## config.mk

```make
export PLATFORM = sky130hd
export DESIGN_NAME = logic_gate_sweep
export DESIGN_NICKNAME = d
export VERILOG_FILES = /design/src/rtl/logic_gate_sweep.sv
export SDC_FILE = /design/constraint.sdc
export NUM_CORES = 1
export LEC_CHECK = 0
export CORE_MARGIN = 8
export CORE_UTILIZATION = 52
export CTS_BUF_LIST = sky130_fd_sc_hd__clkbuf_16
export DETAILED_ROUTE_END_ITERATION = 6
export PLACE_DENSITY = 0.81
export SLEW_MARGIN = 25
export SYNTH_ARGS = -nofsm -noshare
export SYNTH_HDL_FRONTEND = slang
export SYNTH_SLANG_ARGS = --single-unit
export TNS_END_PERCENT = 100
```

## constraint.sdc

```tcl
create_clock -name clk -period 5.2 [get_ports clk]
set_input_delay 1.3 -clock clk [delete_from_list [all_inputs] [get_ports clk]]
set_output_delay 1.3 -clock clk [all_outputs]
set_load 0.02 [all_outputs]
```

## src/rtl/logic_gate_sweep.sv

```systemverilog
// logic_gate_sweep: a configurable N_IN-input logic gate with a one-deep output register.
// Direct mode evaluates one in_vec/op beat per accepted handshake. Sweep mode walks the
// whole truth table 0..2^N_IN-1 under a latched op and back-pressures on out_ready.
module logic_gate_sweep #(
  parameter int unsigned N_IN  = 2,
  parameter int unsigned CNT_W = N_IN + 1
) (
  input  logic            clk,
  input  logic            rst,
  input  logic [2:0]      op,
  input  logic [N_IN-1:0] in_vec,
  input  logic            in_valid,
  output logic            in_ready,
  input  logic            start,
  output logic            busy,
  output logic            done,
  output logic [N_IN-1:0] out_vec,
  output logic            out_x,
  output logic            out_valid,
  input  logic            out_ready
);

  typedef enum logic [1:0] {
    StIdle,
    StSweep,
    StDone
  } state_e;

  // Last truth-table row; CNT_W > N_IN, so the counter never has to wrap to reach it.
  localparam logic [CNT_W-1:0] LastVec = {{(CNT_W - N_IN){1'b0}}, {N_IN{1'b1}}};
  localparam logic [CNT_W-1:0] CntOne  = {{(CNT_W - 1){1'b0}}, 1'b1};
  localparam logic [CNT_W-1:0] CntZero = {CNT_W{1'b0}};

  state_e            state_q, state_d;
  logic [CNT_W-1:0]  cnt_q, cnt_d;
  logic [2:0]        sweep_op_q, sweep_op_d;
  logic [N_IN-1:0]   out_vec_q, out_vec_d;
  logic              out_x_q, out_x_d;
  logic              out_valid_q, out_valid_d;
  logic              busy_q, busy_d;
  logic              done_q, done_d;
  logic              slot_free;
  logic [N_IN-1:0]   sweep_vec;

  // Reduce the operand vector under the selected gate; BUF/NOT look at bit 0 only.
  function automatic logic gate_eval(input logic [2:0] sel, input logic [N_IN-1:0] v);
    logic r;
    case (sel)
      3'b000:  r = &v;
      3'b001:  r = |v;
      3'b010:  r = ^v;
      3'b011:  r = ~&v;
      3'b100:  r = ~|v;
      3'b101:  r = ~^v;
      3'b110:  r = v[0];
      default: r = ~v[0];
    endcase
    return r;
  endfunction

  // Output slot can take a new beat when empty or being drained this cycle.
  always_comb begin
    slot_free = !out_valid_q || out_ready;
    sweep_vec = cnt_q[N_IN-1:0];
    in_ready  = (state_q == StIdle) && !start && slot_free;
  end

  // Next-state: FSM, sweep counter and output register load.
  always_comb begin
    state_d     = state_q;
    cnt_d       = cnt_q;
    sweep_op_d  = sweep_op_q;
    out_vec_d   = out_vec_q;
    out_x_d     = out_x_q;
    // A free slot with nothing new to load means the held beat was consumed (or absent).
    out_valid_d = slot_free ? 1'b0 : out_valid_q;

    case (state_q)
      StIdle: begin
        if (start) begin
          // start wins over a coincident direct beat; in_ready is already low.
          sweep_op_d = op;
          cnt_d      = CntZero;
          state_d    = StSweep;
        end else if (in_valid && slot_free) begin
          out_vec_d   = in_vec;
          out_x_d     = gate_eval(op, in_vec);
          out_valid_d = 1'b1;
        end
      end
      StSweep: begin
        // Counter only advances on a load, so stalls neither skip nor repeat rows.
        if (slot_free) begin
          out_vec_d   = sweep_vec;
          out_x_d     = gate_eval(sweep_op_q, sweep_vec);
          out_valid_d = 1'b1;
          cnt_d       = cnt_q + CntOne;
          if (cnt_q == LastVec) begin
            state_d = StDone;
          end
        end
      end
      StDone: begin
        // Final beat may still be waiting at the output; nothing new is loaded here.
        state_d = StIdle;
      end
      default: begin
        state_d = StIdle;
      end
    endcase

    busy_d = (state_d != StIdle);
    done_d = (state_d == StDone);
  end

  // State and registered outputs; synchronous reset dominates every other input.
  always_ff @(posedge clk) begin
    if (rst) begin
      state_q     <= StIdle;
      cnt_q       <= CntZero;
      sweep_op_q  <= 3'b000;
      out_vec_q   <= {N_IN{1'b0}};
      out_x_q     <= 1'b0;
      out_valid_q <= 1'b0;
      busy_q      <= 1'b0;
      done_q      <= 1'b0;
    end else begin
      state_q     <= state_d;
      cnt_q       <= cnt_d;
      sweep_op_q  <= sweep_op_d;
      out_vec_q   <= out_vec_d;
      out_x_q     <= out_x_d;
      out_valid_q <= out_valid_d;
      busy_q      <= busy_d;
      done_q      <= done_d;
    end
  end

  assign out_vec   = out_vec_q;
  assign out_x     = out_x_q;
  assign out_valid = out_valid_q;
  assign busy      = busy_q;
  assign done      = done_q;

endmodule

```

After elaboration in Yosys (flattened, before gate mapping)
Index checks and enable logic that the tools add are counted.

operators by class
  bitwise logic cells = 2
  eq/ne operators = 19
  muxes and demuxes = 22
  reduce and logical (&&, ||, !) cells = 26
  $add $sub $neg = 1

operators by type and width
  operator             count
  $eq 3x3->1 const B   6
  $eq 3x2->1 const B   5
  $pmux 1 s7           2
  $mux 2               6
  $pmux 2 s2           2
  $mux 1               7
  $eq 3x1->1 const B   2
  $logic_not 1->1      6
  $logic_not 3->1      2
  $mux 3               2
  $ne 2x2->1 const B   3
  $pmux 3 s2           1
  $reduce_and 2->1     3
  $pmux 1 s2           2
  $reduce_and 4->1     1
  $reduce_bool 2->1    2
  $reduce_or 2->1      2
  $reduce_xnor 2->1    2
  $reduce_xor 2->1     2
  $add 3x1->3 const B  1
  $logic_and 1x1->1    3
  $reduce_and 3->1     1
  $eq 2x1->1 const B   1
  $eq 2x2->1 const B   1
  other kinds (4)      5

storage, ports and cells
  flip-flop bits (word level) = 14
  input bits = 10
  output and inout bits = 7

Depth between registers and ports, before layout
Gate-level depths: netlist of the first run.

  word-level depth = 6
  gate-level depth with buffers = 6
  depth with buffers taken out = 6

Worst setup path after synthesis of the first run
Ideal clock, no wire load.

  path type = input-to-output
  from = input port start
  to = output port in_ready
  path slack = 1.926 ns
  arrival = 1.974 ns
  cell stages on the path = 1
  cell sequence = nor4_1

between the ends
  cells in the longest elaborated chain, start to end = 3

RTL lines
  what                             line  RTL
  start, declared                  14    input logic start,
  $logic_not 1->1                  65    in_ready = (state_q == StIdle) && !start && slot_free;
  $logic_and 1x1->1 (2 in series)  65
  end, declared                    13    output logic in_ready,

Every way passes these cells.

Worst setup path after layout of the first run
  from = input port out_ready
  to = output port in_ready

between the ends
  cells in the longest elaborated chain, start to end = 2

RTL lines
  what               line  RTL
  start, declared    20    input logic out_ready
  $logic_or 1x1->1   63    slot_free = !out_valid_q || out_ready;
  $logic_and 1x1->1  65

Every way passes these cells.

==> out/metrics.yaml, run 1 <==
status: "completed"
cp_slowest_cell: "clkdlybuf4s50_1"
finalWorstSetupSlack_ps: 1220
syn-num-nets: 99
ant_nets: 0
n_antenna_cell: 0
drtIter0Drc: 7
h-tree-depth: 1
drt-total-wl_um: 1610
grt_pass1_wl_um: 2730
dp_cells: 112
drive_gt1_share_pct: 7.07
grt.busiest_layer: "met2"
gp_congestion: 0.739
hpwl_um: 1210
cpPeakStageDelay_ps: 660
via_per_inst: 5.59
switchingPower_uw: 71.5
comb_power_share_pct: 17.2
cts_root_buf: "clkbuf_16"
cp_data_required_time_ps: 3900
syn_avg_cell_area_um2: 9.44
grt_pass1_vias: 618
rows: 14
area_growth_pct: 30.3
io_pins: 17
critPathTopFamily: "buffers and inverters"
clock_skew_ps: 1.79
clock_sinks: 14
met2_usage_pct: 17.9
p_leak_uw: 0.000426
synth-edff-count: 0
cts_made_buffers: 3
io_buffer_count: 16
crit_type: "primary input to output pin"
powerDensity_nw_per_um2: 304
regArea_um2: 280
power_switching_share_pct: 22.8
ir_drop_uv: 277
pwr-share-seq_pct: 38.0
drc: 0
rsz0062_at_grt: "false"
synth.cell_area_um2: 793
cts_hold_buf: 0
ys_async_sr_fraction_pct: 0
finalCriticalPeriod_ps: 3980
yosys_warnings: 0
grt_max_degree: 17
clk_pin_slew_worst_paths_ps: 40
timing.fmax_mhz: 251
slew_violations: 0
drv_cap: 0
clkPwrFrac_pct: 44.9
grt_use_total_pct: 12.5
pre_cts_ws_ps: 1210
fp.dieW_um: 55.1
synth_cell_types: 28
syn_inst: 84
start_util_pct: 53.9
multi_input_area_um2: 475
cts_buffer_depth: 2
die_area_um2: 3030
core_um2: 1470
path_buf_inv: 2
mostFrequentLayoutCells: "clkdlybuf4s50_1, dfxtp_1, mux2i_1"
slew-limit-headroom_pct: 58.7
final_common_cell: "clkdlybuf4s50_1"
period_share_pct: 76.6
endpoint_kind: "output pin"
post_cts_buffers: 0
synth_top_flop_cell: "dfxtp_1"
finalSetupTns_ps: 0
instances_no_fill: 115
vias: 643
cts_tree: "done"
cp-start-kind: "primary input"
min-delay-path-class: "flop to flop"
path_common_cell: "clkdlybuf4s50_1"
detail_route.wl_per_cell_um: 14.0
met1_usage_pct: 15.5
crit_chain: "clkdlybuf4s50_1 > nor2b_1 > nor4_1 > clkdlybuf4s50_1"
ys_seq_area_share_pct: 35.3
finalHoldViolations: 0
clock_latency_ps: 240
num-fill-cells: 111
antenna_found_initial: 0
ctsResizeCount: 0
path_max_fanout: 2
fin_nets: 116
finalSetupViolCount: 0
p_int_uw: 242
dr.pass1.iters: 4
met3_usage_pct: 5.61
grt_overflow: 0
cp.arrival_ps: 2680
ys_ff_latch: 14
tightest_slew_ps: 618
die_h_um: 55.1
==> tightest hold or removal path, cell delays in order (launching register included) <==
cell and delay (ps):
dfxtp_1 320, nand2_1 60, a21oi_1 60
==> path summary, 6_finish.rpt <==
check	slack [ps]	cells after the start	to	start
max	1220	4	in_ready	out_ready
min	480	2	cnt_q[1]	cnt_q[1]
max reg2reg	3130	6	out_x	cnt_q[0]
min reg2reg	480	2	cnt_q[1]	cnt_q[1]
==> Yosys cell counts, drive strengths merged (2+ instances only) <==
| cell type | count | area [µm²] |
|---|---|---|
| nand2b | 2 | 12.5 |
| nand3b | 2 | 15.0 |
| mux2 | 3 | 37.5 |
| mux2i | 12 | 120 |
| nor2b | 2 | 12.5 |
| nand2 | 3 | 11.3 |
| nor3b | 2 | 15.0 |
| nand4 | 2 | 12.5 |
| ha | 5 | 62.6 |
| inv | 6 | 22.5 |
| a21oi | 4 | 20.0 |
| nor3 | 2 | 10.0 |
| dfxtp | 14 | 280 |
| nor2 | 9 | 33.8 |
| o211ai | 2 | 20.0 |
| clkbuf | 4 | 15.0 |
==> area by class of cell <==
cell class	instances	area share [%]
flip-flops and latches	14	27.1
multi-input cells	60	46.0
well taps	16	1.94
repair buffers	16	15.5
clock buffers	3	7.26
inverters	6	2.18
==> layer usage <==
metal,part of all wire [%],up-vias
met1,49,291
met3,6.1,5
li1,-,334
met4,2.4,0
met2,43,13
met5,0,-
==> state kept, by name, indices dropped and copies added (netlist names) <==
register / count
out_vec: 2
busy: 1
out_x: 1
sweep_op_q: 3
out_valid: 1
state_q: 2
cnt_q: 3
done: 1
==> metrics by stage <==
stage | instance area [µm²] | power (µW) | hold slack [ps] | utilization, %
after floorplan | 793 | 154 | 449 | -
after global routing | 1030 | 327 | 506 | 70.2
after global placement | 958 | 173 | 462 | 65.1
after detailed placement | 958 | 175 | 481 | 65.1
after CTS | 1030 | 318 | 487 | 70.2
final | 1030 | 314 | 485 | 70.2
==> cells by family (layout without fill, tap and decap cells) <==
| group | after synthesis | count (layout) | synth area share, % |
|---|---|---|---|
| DFF | 14 | 14 | 35.3 |
| AOI/OAI and AO/OA | 12 | 12 | 11.0 |
| and+or+nand+nor | 27 | 27 | 17.8 |
| adders and majority gates | 5 | 5 | 7.89 |
| buffers and inverters | 10 | 25 | 4.73 |
| muxes | 16 | 16 | 23.2 |
==> power by group through the flow <==
stage	logic, µW	registers (µW)	clock network (µW)
final	54.0	119	141
after global routing	59.1	120	147
after CTS	54.0	119	145
after detailed placement	53.7	121	0
after global placement	52.8	121	0
after floorplan	30.8	123	0
Note: power is estimated with default switching activity, not from simulation.
==> run 2, diff against run 1 <==
--- a/config.mk
+++ b/config.mk
@@ -6,10 +6,10 @@
 export NUM_CORES = 1
 export LEC_CHECK = 0
 export CORE_MARGIN = 8
-export CORE_UTILIZATION = 52
+export CORE_UTILIZATION = 48
 export CTS_BUF_LIST = sky130_fd_sc_hd__clkbuf_16
 export DETAILED_ROUTE_END_ITERATION = 6
-export PLACE_DENSITY = 0.81
+export PLACE_DENSITY = 0.76
 export SLEW_MARGIN = 25
 export SYNTH_ARGS = -nofsm -noshare
 export SYNTH_HDL_FRONTEND = slang
==> constraint.sdc (replaced) <==
create_clock -name clk -period 3.75 [get_ports clk]
set_input_delay 0.9375 -clock clk [delete_from_list [all_inputs] [get_ports clk]]
set_output_delay 0.9375 -clock clk [all_outputs]
set_load 0.02 [all_outputs]
==> out/metrics.yaml, run 2 (synthesis gave the netlist of run 1 again) <==
antenna_found_initial: 0  # unchanged
drtIter0Drc: 16  # +9
grt_max_degree: 17  # unchanged
ctsResizeCount: 0  # unchanged
worst_r2r_endpoint: "out_x"
dr.pass1.iters: 4  # unchanged
io_pins: 17  # unchanged
multi_input_area_um2: 475  # unchanged
path_max_fanout: 2  # unchanged
crit_type: "primary input to output pin"
total_power_uw: 438  # +40%
cp_data_required_time_ps: 2810  # -1090 ps
cp.arrival_ps: 2270  # -410 ps
grt_pass1_vias: 636  # +2.9%
finalSetupTns_ps: 0  # unchanged
rows: 14  # unchanged
via_per_inst: 5.72  # +2.4%
grt_use_total_pct: 10.8  # -1.6 points
reg_top3: "cnt_q x3, sweep_op_q x3"
r2r_cells: 6  # unchanged
fin_nets: 116  # unchanged
dp_cells: 112  # unchanged
slew-limit-headroom_pct: 58.2  # -0.55 points
cts_made_buffers: 3  # unchanged
cts_root_buf: "clkbuf_16"
clock_sinks: 14  # unchanged
met2_usage_pct: 16.8  # -1.1 points
area_growth_pct: 30.8
final_common_cell: "clkdlybuf4s50_1"
cts_hold_buf: 0  # unchanged
cp-start-kind: "primary input"
ant_nets: 0  # unchanged
start_util_pct: 52.1  # -1.9 points
num-fill-cells: 121  # +9.0%
post_cts_buffers: 0  # unchanged
grt_overflow: 0  # unchanged
endpoint_kind: "output pin"
final_area_um2: 1040  # +0.36%
ir_drop_uv: 404  # +46%
rsz0062_at_grt: "false"
clk_pin_slew_worst_paths_ps: 40  # about the same
min_to: "cnt_q[1]"
finalSetupViolCount: 0  # unchanged
detail_route.wl_per_cell_um: 14.4  # +3.2%
powerDensity_nw_per_um2: 422  # +39%
status: "completed"
r2r-start: "cnt_q[0]"
timing.fmax_mhz: 311
regArea_um2: 280  # unchanged
drv_cap: 0  # unchanged
cts_buffer_depth: 2  # unchanged
vias: 664  # +3.3%
drc: 0  # unchanged
mostFrequentLayoutCells: "clkdlybuf4s50_1, dfxtp_1, mux2i_1"
io_buffer_count: 16  # unchanged
p_leak_uw: 0.000427  # +0.37%
instances_no_fill: 116  # +0.87%
h-tree-depth: 1  # unchanged
tightest_slew_ps: 626  # +8.26 ps
met1_usage_pct: 12.9  # -2.6 points
clock_latency_ps: 240  # about the same
finalHoldViolations: 0  # unchanged
grt.busiest_layer: "met2"
whs_path_depth: 2  # unchanged
core_um2: 1520  # +3.6%
min-delay-path-class: "flop to flop"
hpwl_um: 1220  # +1.3%
worstHoldStart: "cnt_q[1]"
n_antenna_cell: 0  # unchanged
die_area_um2: 3210  # +5.9%
slew_violations: 0  # unchanged
met3_usage_pct: 5.39  # -0.22 points
grt_pass1_wl_um: 2830  # +3.6%
fin_util_pct: 68.1  # -2.2 points
clock_skew_ps: 0.902  # -0.891 ps
cts_tree: "done"
placed_area_um2: 958  # unchanged
gp_congestion: 0.749  # +1.3%
drive_gt1_share_pct: 7.00  # -0.071 points
fp.dieW_um: 56.7  # +2.9%
drt-total-wl_um: 1680  # +4.1%
period_share_pct: 85.6
die_h_um: 56.7  # +2.9%
rrSetupSlack_ps: 1640  # -1490 ps
finalCriticalPeriod_ps: 3210
[run 2: per-layer routing]
layer / vias to the layer above / wire, µm
met5: - / 0
met3: 0 / 103
met4: 0 / 0
li1: 336 / -
met1: 310 / 732
met2: 18 / 839
[run 2: layout make-up]
type | count | share of cell area (%)
Tap cell | 16 | 1.93
Multi-Input combinational cell | 60 | 45.8
Clock buffer | 3 | 7.24
Sequential cell | 14 | 27.0
Timing Repair Buffer | 16 | 15.4
Inverter | 6 | 2.17
Clock inverter | 1 | 0.362
[run 2: worst max path at each step]
stage	startpoint	endpoint	slack (ps)	cells past startpoint
5_1_grt	out_ready	in_ready	410	4
6_report	out_ready	in_ready	540	4
3_5_place_dp	start	in_ready	520	3
4_1_cts	start	in_ready	530	3
3_3_place_gp	start	in_ready	550	3
2_1_floorplan	start	in_ready	1200	1
[run 2: critical path, stage by stage]
cell and delay [ps]:
clkdlybuf4s50_1 470, nor2b_1 60, nor4_1 160, clkdlybuf4s50_1 650
[run 2: per-stage QoR]
step / hold slack (ps) / setup slack, ps
finish: 479 / 539
floorplan: 449 / 1200
global placement: 462 / 550
detailed placement: 474 / 517
global route: 522 / 411
CTS: 485 / 526
[run 2: where the power goes]
group / switching [µW] / internal (µW)
clock: 57.1 / 141
combinational: 35.6 / 39.6
sequential: 7.74 / 158
